## src/rtl/ahb_mem_arbiter_if.sv

```systemverilog
// ============================================================================
// Module   : ahb_mem_arbiter_if
// Purpose  : AHB-Lite port bundle for one side of the memory arbiter.
// Revision : 1.0 - initial release
// ============================================================================
`default_nettype none

interface ahb_mem_arbiter_if #(
   parameter int ADDR_W = 32,
   parameter int DATA_W = 32
);
   logic [1:0]        htrans;
   logic              hwrite;
   logic [2:0]        hsize;
   logic [ADDR_W-1:0] haddr;
   logic [DATA_W-1:0] hwdata;
   logic              hready;
   logic              hresp;
   logic [DATA_W-1:0] hrdata;

   modport master (
      output htrans, hwrite, hsize, haddr, hwdata,
      input  hready, hresp, hrdata
   );

   modport slave (
      input  htrans, hwrite, hsize, haddr, hwdata,
      output hready, hresp, hrdata
   );
endinterface

`default_nettype wire

```

## src/rtl/ahb_mem_arbiter.sv

```systemverilog
// ============================================================================
// Module   : ahb_mem_arbiter
// Purpose  : Two-master (dbus m0, ibus m1) to one-slave AHB-Lite arbiter.
// Revision : 1.0 - initial release
// ============================================================================
`default_nettype none

module ahb_mem_arbiter #(
   parameter int ADDR_W       = 32,
   parameter int DATA_W       = 32,
   parameter int STARVE_LIMIT = 4
) (
   input  logic             clk,
   input  logic             rst,
   ahb_mem_arbiter_if.slave  m0,
   ahb_mem_arbiter_if.slave  m1,
   ahb_mem_arbiter_if.master s
);
   localparam int                  STREAK_W   = $clog2(STARVE_LIMIT + 1);
   localparam logic [STREAK_W-1:0] STREAK_MAX = STREAK_W'(STARVE_LIMIT);
   localparam logic [1:0]          HT_IDLE    = 2'b00;
   localparam logic [1:0]          HT_NONSEQ  = 2'b10;

   logic [1:0]        m_req, m_write;
   logic [ADDR_W-1:0] m_addr [2];
   logic [2:0]        m_size [2];

   logic [1:0]        pb_valid_q, pb_valid_d, pb_write_q, pb_write_d;
   logic [ADDR_W-1:0] pb_addr_q [2];
   logic [ADDR_W-1:0] pb_addr_d [2];
   logic [2:0]        pb_size_q [2];
   logic [2:0]        pb_size_d [2];
   logic              dp_valid_q, dp_valid_d, dp_owner_q, dp_owner_d;
   logic              hold_q, hold_d;
   logic              aph_valid_q, aph_valid_d, aph_write_q, aph_write_d;
   logic [2:0]        aph_size_q, aph_size_d;
   logic [ADDR_W-1:0] aph_addr_q, aph_addr_d;
   logic              aph_owner_q, aph_owner_d, aph_m0c_q, aph_m0c_d;
   logic [STREAK_W-1:0] streak_q, streak_d;

   logic [1:0]        hready, live, cand, c_write, fwd_acc;
   logic [ADDR_W-1:0] c_addr [2];
   logic [2:0]        c_size [2];
   logic              win_valid, win_sel, accept, acc_owner, m0c;
   logic              s_valid, s_write;
   logic [2:0]        s_size;
   logic [ADDR_W-1:0] s_addr;
   logic              unused_htrans0;

   assign m_req   = {m1.htrans[1], m0.htrans[1]};
   assign m_write = {m1.hwrite, m0.hwrite};
   assign m_addr[0] = m0.haddr;
   assign m_addr[1] = m1.haddr;
   assign m_size[0] = m0.hsize;
   assign m_size[1] = m1.hsize;
   assign unused_htrans0 = m0.htrans[0] ^ m1.htrans[0];

   // hready depends only on registered state and s.hready, never on htrans
   for (genvar i = 0; i < 2; i++) begin : g_master
      assign hready[i]  = (dp_valid_q && (dp_owner_q == 1'(i))) ? s.hready : ~pb_valid_q[i];
      assign live[i]    = hready[i] & m_req[i];
      assign cand[i]    = pb_valid_q[i] | live[i];
      assign c_write[i] = pb_valid_q[i] ? pb_write_q[i] : m_write[i];
      assign c_addr[i]  = pb_valid_q[i] ? pb_addr_q[i]  : m_addr[i];
      assign c_size[i]  = pb_valid_q[i] ? pb_size_q[i]  : m_size[i];
      assign fwd_acc[i] = accept && !hold_q && (win_sel == 1'(i)) && !pb_valid_q[i];
   end

   assign win_valid = !hold_q && (cand[0] || cand[1]);
   assign win_sel   = cand[1] && (!cand[0] || (streak_q == STREAK_MAX));
   assign accept    = s_valid && s.hready;
   assign acc_owner = hold_q ? aph_owner_q : win_sel;
   assign m0c       = hold_q ? aph_m0c_q : (win_valid && !win_sel && cand[1]);

   always_comb begin
      s_valid = 1'b0;
      s_write = 1'b0;
      s_size  = '0;
      s_addr  = '0;
      if (hold_q) begin
         s_valid = aph_valid_q;
         s_write = aph_write_q;
         s_size  = aph_size_q;
         s_addr  = aph_addr_q;
      end else if (win_valid) begin
         s_valid = 1'b1;
         s_write = c_write[win_sel];
         s_size  = c_size[win_sel];
         s_addr  = c_addr[win_sel];
      end
   end

   always_comb begin
      hold_d      = s_valid && !s.hready;
      aph_valid_d = aph_valid_q;
      aph_write_d = aph_write_q;
      aph_size_d  = aph_size_q;
      aph_addr_d  = aph_addr_q;
      aph_owner_d = aph_owner_q;
      aph_m0c_d   = aph_m0c_q;
      if (!hold_q) begin
         aph_valid_d = s_valid;
         aph_write_d = s_write;
         aph_size_d  = s_size;
         aph_addr_d  = s_addr;
         aph_owner_d = win_sel;
         aph_m0c_d   = m0c;
      end

      dp_valid_d = dp_valid_q;
      dp_owner_d = dp_owner_q;
      if (accept) begin
         dp_valid_d = 1'b1;
         dp_owner_d = acc_owner;
      end else if (s.hready) begin
         dp_valid_d = 1'b0;
      end

      pb_valid_d = pb_valid_q;
      pb_write_d = pb_write_q;
      pb_addr_d  = pb_addr_q;
      pb_size_d  = pb_size_q;
      for (int i = 0; i < 2; i++) begin
         if (accept && (acc_owner == 1'(i))) begin
            pb_valid_d[i] = 1'b0;
         end
         if (live[i] && !fwd_acc[i]) begin
            pb_valid_d[i] = 1'b1;
            pb_write_d[i] = m_write[i];
            pb_addr_d[i]  = m_addr[i];
            pb_size_d[i]  = m_size[i];
         end
      end

      streak_d = streak_q;
      if (accept) begin
         streak_d = m0c ? streak_q + STREAK_W'(1) : '0;
      end
   end

   always_ff @(posedge clk or posedge rst) begin
      if (rst) begin
         pb_valid_q  <= '0;
         pb_write_q  <= '0;
         pb_addr_q   <= '{default: '0};
         pb_size_q   <= '{default: '0};
         dp_valid_q  <= 1'b0;
         dp_owner_q  <= 1'b0;
         hold_q      <= 1'b0;
         aph_valid_q <= 1'b0;
         aph_write_q <= 1'b0;
         aph_size_q  <= '0;
         aph_addr_q  <= '0;
         aph_owner_q <= 1'b0;
         aph_m0c_q   <= 1'b0;
         streak_q    <= '0;
      end else begin
         pb_valid_q  <= pb_valid_d;
         pb_write_q  <= pb_write_d;
         pb_addr_q   <= pb_addr_d;
         pb_size_q   <= pb_size_d;
         dp_valid_q  <= dp_valid_d;
         dp_owner_q  <= dp_owner_d;
         hold_q      <= hold_d;
         aph_valid_q <= aph_valid_d;
         aph_write_q <= aph_write_d;
         aph_size_q  <= aph_size_d;
         aph_addr_q  <= aph_addr_d;
         aph_owner_q <= aph_owner_d;
         aph_m0c_q   <= aph_m0c_d;
         streak_q    <= streak_d;
      end
   end

   assign s.htrans = s_valid ? HT_NONSEQ : HT_IDLE;
   assign s.hwrite = s_write;
   assign s.hsize  = s_size;
   assign s.haddr  = s_addr;
   assign s.hwdata = dp_owner_q ? m1.hwdata : m0.hwdata;

   assign m0.hready = hready[0];
   assign m1.hready = hready[1];
   assign m0.hresp  = dp_valid_q && !dp_owner_q && s.hresp;
   assign m1.hresp  = dp_valid_q &&  dp_owner_q && s.hresp;
   assign m0.hrdata = s.hrdata;
   assign m1.hrdata = s.hrdata;
endmodule

`default_nettype wire

```

## src/flat_wrapper.sv

```systemverilog
// flat-port wrapper written by rule: the top's interface ports become plain ports
module ahb_mem_arbiter_flat 
#(
   parameter int ADDR_W       = 32,
   parameter int DATA_W       = 32,
   parameter int STARVE_LIMIT = 4
)
  (clk, rst, m0_htrans, m0_hwrite, m0_hsize, m0_haddr, m0_hwdata, m0_hready, m0_hresp, m0_hrdata, m1_htrans, m1_hwrite, m1_hsize, m1_haddr, m1_hwdata, m1_hready, m1_hresp, m1_hrdata, s_htrans, s_hwrite, s_hsize, s_haddr, s_hwdata, s_hready, s_hresp, s_hrdata);
  ahb_mem_arbiter_if #(.ADDR_W(ADDR_W), .DATA_W(DATA_W)) m0_i ();
  ahb_mem_arbiter_if #(.ADDR_W(ADDR_W), .DATA_W(DATA_W)) m1_i ();
  ahb_mem_arbiter_if #(.ADDR_W(ADDR_W), .DATA_W(DATA_W)) s_i ();
  input  logic clk;
  input  logic rst;
  input wire logic [$bits(m0_i.htrans)-1:0] m0_htrans;
  input wire logic [$bits(m0_i.hwrite)-1:0] m0_hwrite;
  input wire logic [$bits(m0_i.hsize)-1:0] m0_hsize;
  input wire logic [$bits(m0_i.haddr)-1:0] m0_haddr;
  input wire logic [$bits(m0_i.hwdata)-1:0] m0_hwdata;
  output wire logic [$bits(m0_i.hready)-1:0] m0_hready;
  output wire logic [$bits(m0_i.hresp)-1:0] m0_hresp;
  output wire logic [$bits(m0_i.hrdata)-1:0] m0_hrdata;
  input wire logic [$bits(m1_i.htrans)-1:0] m1_htrans;
  input wire logic [$bits(m1_i.hwrite)-1:0] m1_hwrite;
  input wire logic [$bits(m1_i.hsize)-1:0] m1_hsize;
  input wire logic [$bits(m1_i.haddr)-1:0] m1_haddr;
  input wire logic [$bits(m1_i.hwdata)-1:0] m1_hwdata;
  output wire logic [$bits(m1_i.hready)-1:0] m1_hready;
  output wire logic [$bits(m1_i.hresp)-1:0] m1_hresp;
  output wire logic [$bits(m1_i.hrdata)-1:0] m1_hrdata;
  output wire logic [$bits(s_i.htrans)-1:0] s_htrans;
  output wire logic [$bits(s_i.hwrite)-1:0] s_hwrite;
  output wire logic [$bits(s_i.hsize)-1:0] s_hsize;
  output wire logic [$bits(s_i.haddr)-1:0] s_haddr;
  output wire logic [$bits(s_i.hwdata)-1:0] s_hwdata;
  input wire logic [$bits(s_i.hready)-1:0] s_hready;
  input wire logic [$bits(s_i.hresp)-1:0] s_hresp;
  input wire logic [$bits(s_i.hrdata)-1:0] s_hrdata;
  assign m0_i.htrans = m0_htrans;
  assign m0_i.hwrite = m0_hwrite;
  assign m0_i.hsize = m0_hsize;
  assign m0_i.haddr = m0_haddr;
  assign m0_i.hwdata = m0_hwdata;
  assign m0_hready = m0_i.hready;
  assign m0_hresp = m0_i.hresp;
  assign m0_hrdata = m0_i.hrdata;
  assign m1_i.htrans = m1_htrans;
  assign m1_i.hwrite = m1_hwrite;
  assign m1_i.hsize = m1_hsize;
  assign m1_i.haddr = m1_haddr;
  assign m1_i.hwdata = m1_hwdata;
  assign m1_hready = m1_i.hready;
  assign m1_hresp = m1_i.hresp;
  assign m1_hrdata = m1_i.hrdata;
  assign s_htrans = s_i.htrans;
  assign s_hwrite = s_i.hwrite;
  assign s_hsize = s_i.hsize;
  assign s_haddr = s_i.haddr;
  assign s_hwdata = s_i.hwdata;
  assign s_i.hready = s_hready;
  assign s_i.hresp = s_hresp;
  assign s_i.hrdata = s_hrdata;
  ahb_mem_arbiter #(.ADDR_W(ADDR_W), .DATA_W(DATA_W), .STARVE_LIMIT(STARVE_LIMIT)) u_core (.clk(clk), .rst(rst), .m0(m0_i), .m1(m1_i), .s(s_i));
endmodule
```

## config.mk

```make
export PLATFORM = sky130hd
export DESIGN_NAME = ahb_mem_arbiter_flat
export DESIGN_NICKNAME = d
export VERILOG_FILES = /design/src/rtl/ahb_mem_arbiter_if.sv /design/src/rtl/ahb_mem_arbiter.sv /design/src/flat_wrapper.sv
export SDC_FILE = /design/constraint.sdc
export NUM_CORES = 1
export LEC_CHECK = 0
export CORE_UTILIZATION = 43
export CTS_BUF_LIST = sky130_fd_sc_hd__clkbuf_4 sky130_fd_sc_hd__clkbuf_8
export DETAILED_ROUTE_END_ITERATION = 7
export PLACE_DENSITY = 0.93
export SLEW_MARGIN = 20
export SYNTH_ARGS = -nofsm -noshare
export SYNTH_HDL_FRONTEND = slang
export SYNTH_SLANG_ARGS = --single-unit
```

## constraint.sdc

```tcl
create_clock -name clk -period 6.53 [get_ports clk]
set_clock_uncertainty 0.05 [all_clocks]
set_input_delay 1.959 -clock clk [delete_from_list [all_inputs] [get_ports clk]]
set_output_delay 1.959 -clock clk [all_outputs]
set_load 0.02 [all_outputs]
```

==> results.toml <==
[min_path]
worstHoldEndpoint = "u_core.aph_addr_q[31]$_DFFE_PP0N_"
min_path_cells = 1
hp-start = "u_core.aph_addr_q[31]$_DFFE_PP0N_"
hp-class = "reg -> reg"

[cts]
clkTransAtPathRegs_ns = 0.07
clockBufferDepth = 2
tritoncts = "done"
clock_tree.htree_level_count = 4
cts_buffers = 17
ctsRootBufferMaster = "clkbuf_8"
cts.sinks = 119
clk-insertion-delay-late_ns = 0.44

[global_routing]
grt_use_total_pct = 24.9
grt_pass1_wl_um = 30400
grt_max_degree = 85
antenna_found_initial = 0
grt_pass1_vias = 5426
overflow = 0

[yosys]
yosysTopAreaCell = "dfrtp_1"
avgSynthCellArea_um2 = 12.3
synth_seq_cells = 119
synth_top_area_share_pct = 43.0
syn_area_mm2 = 0.00693
synth_area_leaders = "dfrtp_1 (43%), mux2_2 (11%), mux2i_1 (10%)"
synth_cell_type_count = 40
ys_warn_count = 0
syn_nets = 741
syn_inst = 563
ys_seq_area_share_pct = 43.0

[critical_path]
path_buf_inv = 3
crit_required_ns = 4.52
cp-end-kind = "output port"
arrival_ns = 4.41
r2r_start = "u_core.dp_owner_q$_DFFE_PP0P_"
timing.critical_path.mode_cell = "clkdlybuf4s50_1"
crit_path_top_delay_cell = "clkdlybuf4s50_1"
crit_fanout = 16
cp_top_family = "buffers and inverters"
reg2reg_slack_ns = 2.96
path_class = "in -> out"
worstPathCellList = "clkdlybuf4s50_1 > nor4b_4 > a211o_2 > nand2_4 > buf_12 > o221ai_1 > o21a_1 > clkdlybuf4s50_1"
r2r-end = "u_core.pb_addr_q[55]$_DFFE_PP0P_"
crit_path_start_kind = "primary input"
slowest_delay_ns = 0.60
worst-path-stages = 8
ff2ff_path_depth = 8

[die]
die_w_um = 129
core-area_mm2 = 0.0158
die_area_mm2 = 0.0166
std_cell_rows = 46
io_pins = 314
die_height_um = 129
start_util_pct = 43.8

[placed_design]
place_congestion = 0.847
dp_slack_ns = 0.0587
dp_hpwl_um = 14700
dp.cells = 900
portBuffers = 214

[route]
initialDrtViolationCount = 204
firstDrtPassIters = 4
drt-total-wl_um = 20200
drt-wirelength-per-cell_um = 21.7
vias = 5107
viasPerCell = 5.47
antenna_left = 0
drc = 0

[pwr]
ir_drop_mv = 0.310
power_density_mw_per_mm2 = 483
power_leakage_nw = 3.94

[timing]
setup_violations = 0
slew_violations = 0
fin_ws_ns = 0.107
period_needed_ns = 6.42
finalSetupTns_ns = 0
final.period_utilization_pct = 98.4
slew_headroom_pct = 28.3
finalHoldViolCount = 0
rsz0062_at_grt = "no"
worstMarginPinSlew_ns = 1.06
max_freq_mhz = 156

[outcome]
status = "complete, no violations"

[layout]
layout.nets = 881
final_common_cell = "clkdlybuf4s50_1"
layout-area-overhead-vs-synth_pct = 33.7
final_layout_size_suffix_gt1_share_pct = 21.9
instances_no_fill = 933
final_cell_mix = "clkdlybuf4s50_1 (207), dfrtp_1 (117), o21a_1 (73)"

[run]
drv_cap = 0
[kinds of logic (layout without fill, tap and decap cells)]
logic type	count (synthesis)	in the layout	share of synthesized area, %
multiplexers	176	176	28.9
AO/OA/AOI/OAI	129	129	15.0
flip-flops	119	119	43.0
buffers and inverters	112	265	10.6
AND/OR/NAND/NOR	24	24	2.19
adder cells (fa/ha/maj)	2	2	0.361
other	1	2	0.0541
[area by class of cell]
class                           instances  area, µm²
Fill cell                            1266       6570
Multi-Input combinational cell        332       3240
Sequential cell                       119       2980
Timing Repair Buffer                  226       2280
Clock buffer                           24        312
Tap cell                              216        270
Clock inverter                          8        143
Inverter                                7       32.5
Antenna cell                            1       2.50
[what timing repair did]
action	in CTS	in global routing
setup endpoints to repair	0	8
setup buffers	0	0
resized for setup	0	8
hold buffers	0	0
[through the flow]
step	utilization (%)	power [W]	cell area, µm²	hold WS [ns]
floorplan	-	0.00292	6930	0.402
finish	58.5	0.00447	9260	0.434
global route	58.5	0.00472	9260	0.445
detailed placement	55.4	0.00371	8770	0.419
CTS	58.3	0.00449	9230	0.435
global placement	55.4	0.00363	8770	0.412
[worst reg2reg max path, cell delays in order, from the launching register on]
cell and delay (ns):
dfrtp_1 0.66, buf_4 0.44, nand3b_4 0.13, a21oi_2 0.26, o21ai_4 0.17, buf_12 0.21, o311ai_4 0.58, buf_4 0.55
mux2_2 0.41
[synth_stat cells, drive strengths merged]
library cell,n
nand3,2
and2,1
inv,7
mux2i,72
nand3b,1
conb,1
o21a,73
nor4b,1
nor2b,1
o311ai,3
or2,1
a21oi,2
nor2,5
o31a,2
buf,88
a31o,1
o21ai,5
mux2,104
ha,2
o221ai,36
o31ai,1
dfrtp,119
clkbuf,17
nand2,10
a21o,2
o311a,2
nand2b,2
a21boi,1
a211o,1
[sequential cells by signal (all words and copies together), names as in the netlist]
register and flops:
u_core.hold_q 1, u_core.dp_valid_q 1, u_core.aph_m0c_q 1, u_core.aph_addr_q 32, u_core.pb_valid_q 2, u_core.pb_size_q 6
u_core.aph_size_q 3, u_core.aph_valid_q 1, u_core.aph_write_q 1, u_core.pb_write_q 2, u_core.dp_owner_q 1, u_core.streak_q 3
u_core.pb_addr_q 64, u_core.aph_owner_q 1
[how the worst max path moves through the flow]
stage,slack [ns],to,startpoint
after global placement,0.16,s_hsize[2],s_hready
final,0.11,s_haddr[28],s_hready
after CTS,0.05,s_haddr[25],s_hready
after floorplan,1.35,s_haddr[10],s_hready
after global routing,0.0005,s_haddr[6],s_hready
after detailed placement,0.06,s_haddr[25],s_hready
[report_power, final]
| part | total [W] | internal (W) | switching (W) |
|---|---|---|---|
| Sequential | 0.00136 | 0.00111 | 0.000248 |
| Clock | 0.000763 | 0.000468 | 0.000295 |
| Combinational | 0.00235 | 0.00124 | 0.00111 |
| Total | 0.00447 | 0.00282 | 0.00166 |
[layer usage]
| layer | track usage, % | up-vias | share of wire, % |
|---|---|---|---|
| met3 | 8.48 | 43 | 7.8 |
| met2 | 42.3 | 214 | 50 |
| met5 | 0 | - | 0 |
| met1 | 28.6 | 2564 | 40 |
| li1 | - | 2286 | - |
| met4 | 10.7 | 0 | 2.6 |
(Power assumes the default switching activity.)
